**config.mk**
```make
export PLATFORM = sky130hd
export DESIGN_NAME = cd_rd_seq
export DESIGN_NICKNAME = d
export VERILOG_FILES = /design/src/rtl/cd_rd_seq_pkg.sv /design/src/rtl/cd_rd_seq.sv
export SDC_FILE = /design/constraint.sdc
export NUM_CORES = 1
export LEC_CHECK = 0
export BUFFER_PORTS_ARGS = -buffer_cell sky130_fd_sc_hd__buf_2
export CAP_MARGIN = 20
export CORE_AREA = 2 2 49 96
export CTS_BUF_LIST = sky130_fd_sc_hd__clkbuf_16
export DETAILED_ROUTE_END_ITERATION = 8
export DIE_AREA = 0 0 51 98
export PLACE_DENSITY = 0.69
export SETUP_SLACK_MARGIN = 0.02
export SLEW_MARGIN = 10
export SYNTH_ARGS = -nofsm -noshare
export SYNTH_HDL_FRONTEND = slang
export SYNTH_SLANG_ARGS = --single-unit
```
**constraint.sdc**
```tcl
create_clock -name clk -period 3.9 [get_ports clk]
set_input_delay 0.585 -clock clk [delete_from_list [all_inputs] [get_ports clk]]
set_output_delay 0.585 -clock clk [all_outputs]
set_load 0.005 [all_outputs]
```
**src/rtl/cd_rd_seq_pkg.sv**
```systemverilog
// Shared definitions for the packet-RAM read sequencer.
//   - Frame layout offsets: src, dst, len header bytes, then payload.
//   - FSM state encoding (2 bits).
//   - cd_max_len(): largest legal length byte for a given RAM word-address
//     width, so that the last byte index still fits in a byte address.
package cd_rd_seq_pkg;

    localparam int CD_OFS_SRC = 0;
    localparam int CD_OFS_DST = 1;
    localparam int CD_OFS_LEN = 2;
    localparam int CD_HDR_LEN = 3;

    typedef enum logic [1:0] {
        ST_IDLE = 2'd0,
        ST_LOAD = 2'd1,
        ST_SEND = 2'd2,
        ST_DONE = 2'd3
    } rd_state_t;

    // Buffer holds 2^(a_width+2) bytes; three of them are header.
    function automatic int unsigned cd_max_len(input int a_width);
        return (32'd1 << (a_width + 2)) - 32'(CD_HDR_LEN);
    endfunction

endpackage

```
**src/rtl/cd_rd_seq.sv**
```systemverilog
// cd_rd_seq: drains one committed frame at a time from the packet RAM and
// streams it byte by byte to the TX serializer.
//
// Ports:
//   clk, reset_n          clock, synchronous active-low reset
//   unread                RAM holds at least one committed, unread buffer
//   rd_byte               RAM read data, valid the cycle after rd_en
//   rd_addr, rd_en        RAM byte address / read strobe (combinational)
//   rd_done               one-cycle pulse releasing the current buffer
//   abort                 drop the frame in progress (ignored in IDLE)
//   out_data/valid/ready  byte stream to serializer, valid/ready handshake
//   out_last              final byte of frame, qualified by out_valid
//   len_err               one-cycle pulse: length byte exceeded capacity
//   busy                  sequencer is not idle
module cd_rd_seq
    import cd_rd_seq_pkg::*;
#(
    parameter int A_WIDTH = 6
) (
    input  logic                 clk,
    input  logic                 reset_n,
    input  logic                 unread,
    input  logic [7:0]           rd_byte,
    output logic [A_WIDTH+1:0]   rd_addr,
    output logic                 rd_en,
    output logic                 rd_done,
    input  logic                 abort,
    output logic [7:0]           out_data,
    output logic                 out_valid,
    input  logic                 out_ready,
    output logic                 out_last,
    output logic                 len_err,
    output logic                 busy
);

    localparam int          BW      = A_WIDTH + 2;
    localparam int unsigned MAX_LEN = cd_max_len(A_WIDTH);

    rd_state_t       state_reg;
    logic [BW-1:0]   idx_reg;
    logic [BW-1:0]   len_reg;
    logic [7:0]      out_data_reg;
    logic            out_valid_reg;
    logic            out_last_reg;
    logic            rd_done_reg;
    logic            len_err_reg;

    // Index of the final byte (2+len), one bit wider so it cannot overflow.
    logic [BW:0]     last_idx;
    logic            is_len_byte;
    logic            len_over;
    logic            load_last;
    logic            handshake;

    assign last_idx    = {1'b0, len_reg} + (BW+1)'(CD_OFS_LEN);
    assign is_len_byte = (idx_reg == BW'(CD_OFS_LEN));
    assign len_over    = (32'(rd_byte) > MAX_LEN);

    // The length byte decides "last" from the fresh RAM data because len_reg
    // is only being loaded this cycle. Src/dst bytes can never be last.
    assign load_last = is_len_byte ? (rd_byte == 8'd0)
                     : ((idx_reg > BW'(CD_OFS_DST)) && ({1'b0, idx_reg} == last_idx));

    assign handshake = (state_reg == ST_SEND) && out_ready && !abort;

    // RAM read port is driven combinationally so data lands in LOAD.
    always_comb begin
        rd_en   = 1'b0;
        rd_addr = BW'(CD_OFS_SRC);
        case (state_reg)
            ST_IDLE: rd_en = unread;
            ST_SEND: begin
                if (handshake && !out_last_reg) begin
                    rd_en   = 1'b1;
                    rd_addr = idx_reg + BW'(1);
                end
            end
            default: ;
        endcase
    end

    always_ff @(posedge clk) begin
        if (!reset_n) begin
            state_reg     <= ST_IDLE;
            idx_reg       <= '0;
            len_reg       <= '0;
            out_data_reg  <= 8'd0;
            out_valid_reg <= 1'b0;
            out_last_reg  <= 1'b0;
            rd_done_reg   <= 1'b0;
            len_err_reg   <= 1'b0;
        end else begin
            rd_done_reg <= 1'b0;
            len_err_reg <= 1'b0;
            case (state_reg)
                ST_IDLE: begin
                    if (unread) begin
                        idx_reg   <= BW'(CD_OFS_SRC);
                        state_reg <= ST_LOAD;
                    end
                end
                ST_LOAD: begin
                    if (abort) begin
                        out_valid_reg <= 1'b0;
                        out_last_reg  <= 1'b0;
                        rd_done_reg   <= 1'b1;
                        state_reg     <= ST_DONE;
                    end else begin
                        out_data_reg  <= rd_byte;
                        out_valid_reg <= 1'b1;
                        out_last_reg  <= load_last;
                        if (is_len_byte) begin
                            // Clamp so idx never has to count past the buffer end.
                            if (len_over) begin
                                len_reg     <= BW'(MAX_LEN);
                                len_err_reg <= 1'b1;
                            end else begin
                                len_reg <= BW'(rd_byte);
                            end
                        end
                        state_reg <= ST_SEND;
                    end
                end
                ST_SEND: begin
                    if (abort) begin
                        out_valid_reg <= 1'b0;
                        out_last_reg  <= 1'b0;
                        rd_done_reg   <= 1'b1;
                        state_reg     <= ST_DONE;
                    end else if (out_ready) begin
                        out_valid_reg <= 1'b0;
                        if (out_last_reg) begin
                            out_last_reg <= 1'b0;
                            rd_done_reg  <= 1'b1;
                            state_reg    <= ST_DONE;
                        end else begin
                            idx_reg   <= idx_reg + BW'(1);
                            state_reg <= ST_LOAD;
                        end
                    end
                end
                // One cycle for the RAM to retire the buffer so IDLE sees a fresh unread.
                ST_DONE: state_reg <= ST_IDLE;
                default: state_reg <= ST_IDLE;
            endcase
        end
    end

    assign out_data  = out_data_reg;
    assign out_valid = out_valid_reg;
    assign out_last  = out_last_reg;
    assign rd_done   = rd_done_reg;
    assign len_err   = len_err_reg;
    assign busy      = (state_reg != ST_IDLE);

endmodule

```
; ---- Word-level counts from Yosys, hierarchy flattened
; Index checks and enable logic that the tools add are counted.
[totals]
ff_bits = 30
[classes]
order_cmp = 2
n_bitwise = 4
n_mux = 29
reduce_logical = 17
n_eq_ne = 10
n_addsub = 2
[op_table]
columns = operator, n
row1 = $mux W8, 7
row2 = $pmux W8 S2, 1
row3 = $mux W1, 12
row4 = $add A8 B2 Y9 const B, 1
row5 = $eq A8 B9 Y1, 1
row6 = $add A8 B1 Y8 const B, 1
row7 = $eq A8 B2 Y1 const B, 1
row8 = $gt A8 B1 Y1 const B, 1
row9 = $gt A8 B8 Y1 const B, 1
row10 = $logic_not A8 Y1, 1
row11 = $mux W2, 4
row12 = $ne A2 B2 Y1 const B, 4
row13 = $pmux W1 S2, 4
row14 = $pmux W2 S4, 1
row15 = $reduce_and A2 Y1, 3
row16 = $reduce_bool A2 Y1, 3
row17 = $reduce_and A5 Y1, 1
row18 = $eq A2 B2 Y1 const B, 2
row19 = $logic_and A1 B1 Y1, 4
row20 = $not A1 Y1, 4
row21 = $reduce_or A4 Y1, 1
row22 = $ne A3 B3 Y1 const B, 1
row23 = $reduce_and A3 Y1, 1
row24 = $eq A2 B1 Y1 const B, 1
row25 = 2 further kinds, 3

; ---- Logic depth before layout (Yosys ltp)
[logic_depth]
word_depth = 6
depth_mapped = 8
ltp_nobuf = 7

; ---- Worst setup path before layout
; OpenSTA, ideal clock, no wires.
[synth_path]
path_type = register to output
from = reg state_reg[0]
to = out rd_addr[2]
path_stages_with_launch = 7
slack_ns = 2.025
required_ns = 3.315
t_arrival_ns = 1.290
cell_sequence = dfxtp_1 -> inv_1 -> ha_1 -> buf_2 -> buf_2 -> nand3_1 -> nor2_1
[synth_via]
elab_chain_cells = 6
[synth_lines]
columns = element, line_no
row1 = start: declaration, cd_rd_seq.sv:39  ; rd_state_t state_reg;
row2 = start signal: assignment, cd_rd_seq.sv:84  ; state_reg <= ST_IDLE;
row3 = start signal: assignment, cd_rd_seq.sv:99  ; state_reg <= ST_LOAD;
row4 = start signal: assignment, cd_rd_seq.sv:107  ; state_reg <= ST_DONE;
row5 = $eq A2 B2 Y1 *, "cd_rd_seq.sv:64, cd_rd_seq.sv:70"
row6 = $logic_and A1 B1 Y1 (2 in a row), cd_rd_seq.sv:64  ; assign handshake = (state_reg == ST_SEND) && out_ready && !abort;
row7 = $logic_and A1 B1 Y1, cd_rd_seq.sv:73  ; if (handshake && !out_last_reg) begin
row8 = $mux W8, cd_rd_seq.sv:73
row9 = $mux W8 *, cd_rd_seq.sv:70  ; case (state_reg)
row10 = end: declaration, cd_rd_seq.sv:24  ; output logic [A_WIDTH+1:0] rd_addr,
; Mark *: on every way between the ends. The rest lies on a longest branch, timed or not.

; ---- Worst setup path in the final report
[layout_path]
from = reg state_reg[0]
to = out rd_addr[6]
; Same word-level chain as after synthesis.

==> results.cfg <==
[logic_synthesis]
synth-async-reset-ratio = 0
synth-seq-cells = 30
synthCells = 234
synth_warnings = 0
synth_edf_count = 0
ys_seq_area_frac = 0.326
syn_area_mm2 = 0.00184
synth_fp_nets = 256
avgSynthCellArea_um2 = 7.87
ys_types = 43
synth-main-ff-cell = dfxtp_1

[global_routing]
grt_pass1_wl_mm = 7.07
grt_start_max_net_pins = 32
grt.total_usage = 0.181
grt_antenna_before_repair = 0
gr-total-overflow = 0
grt_pass1_vias = 1570

[clock_tree]
ctsHoldBuffers = 0
cts_buffer_depth = 2
cts.sinks = 30
path_clk_slew_ns = 0.05
htreeDepth = 2
postCtsSetupBuffers = 0
clk_latency_ns = 0.27
post_cts_resized = 0
cts_tree = done
cts_inserted_buffers = 5
root_buffer = clkbuf_16

[critical_path]
crit_path_end_kind = primary output
worstSetupPathType = flop to primary output
cpPeakStageDelay_ns = 0.53
startpoint_type = flop
critPathMaxFanout = 17
cpMaxStageDelayCell = ha_1
critPathRequiredTime_ns = 3.31
cp_cell_sequence = inv_1 > ha_1 > nand3_1 > nor2_1 > buf_2
cp.arrival_ns = 2.00

[timing]
drv_slew = 0
clock_skew_ns = 0.00303
relSlewSlack = 0.533
worstMarginPinSlew_ns = 0.701
hold_viol = 0
setup_slack_ns = 1.32
min_period_over_period = 0.662
rsz0062_at_grt = false
tns_ns = 0
finalSetupViolCount = 0
period_minus_slack_ns = 2.58
fmax_ghz = 0.387

[routing]
drc = 0
vias = 1685
initialDrtViolationCount = 42
ant_nets = 0
viasPerCell = 5.33
wire_per_inst_um = 13.5
routed_wl_mm = 4.26
drt_pass1_iterations = 4

[placed_design]
pre_cts_ws_ns = 1.61
gp_congestion = 0.884
dp_hpwl_mm = 3.12
portBuffers = 34
placed_area_mm2 = 0.00201

[layout]
drive_above_1_share = 0.179
diodes = 0
nets = 283
final_cell_mix = buf_2 (34), nand2_1 (33), dfxtp_1 (30)
fin_util = 0.500
final_common_cell = buf_2
fin_area_mm2 = 0.00215
area_delta_synth_final_pct = 16.6
final-seq-area_um2 = 601
n_fill_cell = 452
multi_input_area_mm2 = 0.00114

[floorplanning]
initial_core_util = 0.429
die_x_um = 51
ios = 35
rows = 34
die_area_mm2 = 0.00500
core-area_mm2 = 0.00430
die_h_um = 98

[power_and_ir_drop]
vdd_ir_drop_max_uv = 342
power_density_mw_per_mm2 = 413
leakage_nw = 0.861

[status]
status = complete, no violations

[flow_run]
maxCapViolCount = 0

[worst_hold_path]
min_path_type = flop to flop
## per-layer routing
layer	GRT usage	vias up	part of all wire
met1	0.190	789	0.38
met2	0.338	30	0.56
met4	0.0811	0	0.027
li1	-	856	-
met5	0	-	0
met3	0.0245	10	0.028
## worst paths after layout
check                                   from          end  slack, ns  cells past startpoint
worst max-delay path            state_reg[0]   rd_addr[6]       1.32                      5
worst min-delay path             out_data[7]  out_data[7]       0.46                      2
worst max register to register  state_reg[0]   idx_reg[6]       1.85                      7
worst min register to register   out_data[7]  out_data[7]       0.46                      2
## synthesized netlist by cell type (all sizes together), types with 2 or more instances
library cell | n | area (um^2)
nand2 | 33 | 124
dfxtp | 30 | 601
nor2 | 19 | 78.8
o21ai | 19 | 95.1
a21boi | 17 | 128
nand3 | 12 | 65.1
a21oi | 9 | 56.3
buf | 9 | 51.3
ha | 9 | 113
inv | 9 | 33.8
xnor2 | 8 | 70.1
nor3 | 7 | 40.0
nor2b | 6 | 37.5
xor2 | 6 | 52.6
clkbuf | 5 | 18.8
and2 | 4 | 27.5
a31oi | 3 | 18.8
nand3b | 3 | 22.5
nor4 | 3 | 33.8
o21a | 3 | 22.5
a211oi | 2 | 15.0
a21o | 2 | 15.0
and3 | 2 | 12.5
nand2b | 2 | 12.5
o211ai | 2 | 15.0
o22ai | 2 | 12.5
## area by class of cell
type	count	share of cell area
multi-input cells	181	0.530
clock inverters	3	0.00583
inverters	9	0.0157
repair buffers	34	0.0793
clock buffers	5	0.0583
well taps	54	0.0315
flip-flops and latches	30	0.280
## worst max-delay path: cells and delay by family, from the launching register on
kind / cells / cell delay, ns
simple gates: 2 / 0.62
fa+ha+maj: 1 / 0.53
flops: 1 / 0.32
buf+inv: 2 / 0.26
## per-stage QoR
step | power, W | cells | hold WS, ns
6_report | 0.000886 | 316 | 0.462
5_1_grt | 0.000938 | 316 | 0.482
3_3_place_gp | 0.000536 | 308 | 0.452
4_1_cts | 0.000896 | 316 | 0.463
3_5_place_dp | 0.000537 | 308 | 0.456
2_1_floorplan | 0.000483 | 234 | 0.460
## cell families (layout without fill, tap and decap cells)
logic type / Yosys count / count (layout) / synth area share
flops: 30 / 30 / 0.326
fa+ha+maj: 9 / 9 / 0.0611
xor+xnor: 14 / 14 / 0.0666
buf+inv: 23 / 51 / 0.0564
mux: 1 / 1 / 0.00543
simple gates: 95 / 95 / 0.265
compound gates: 62 / 62 / 0.219
## power by group
part | total, W | leakage [nW] | switching [W] | internal (W)
sequential | 0.000339 | 0.243 | 0.0000129 | 0.000326
combinational | 0.000192 | 0.546 | 0.000118 | 0.0000745
clock | 0.000354 | 0.0724 | 0.000125 | 0.000230
Power figures use the tool's default switching activity.
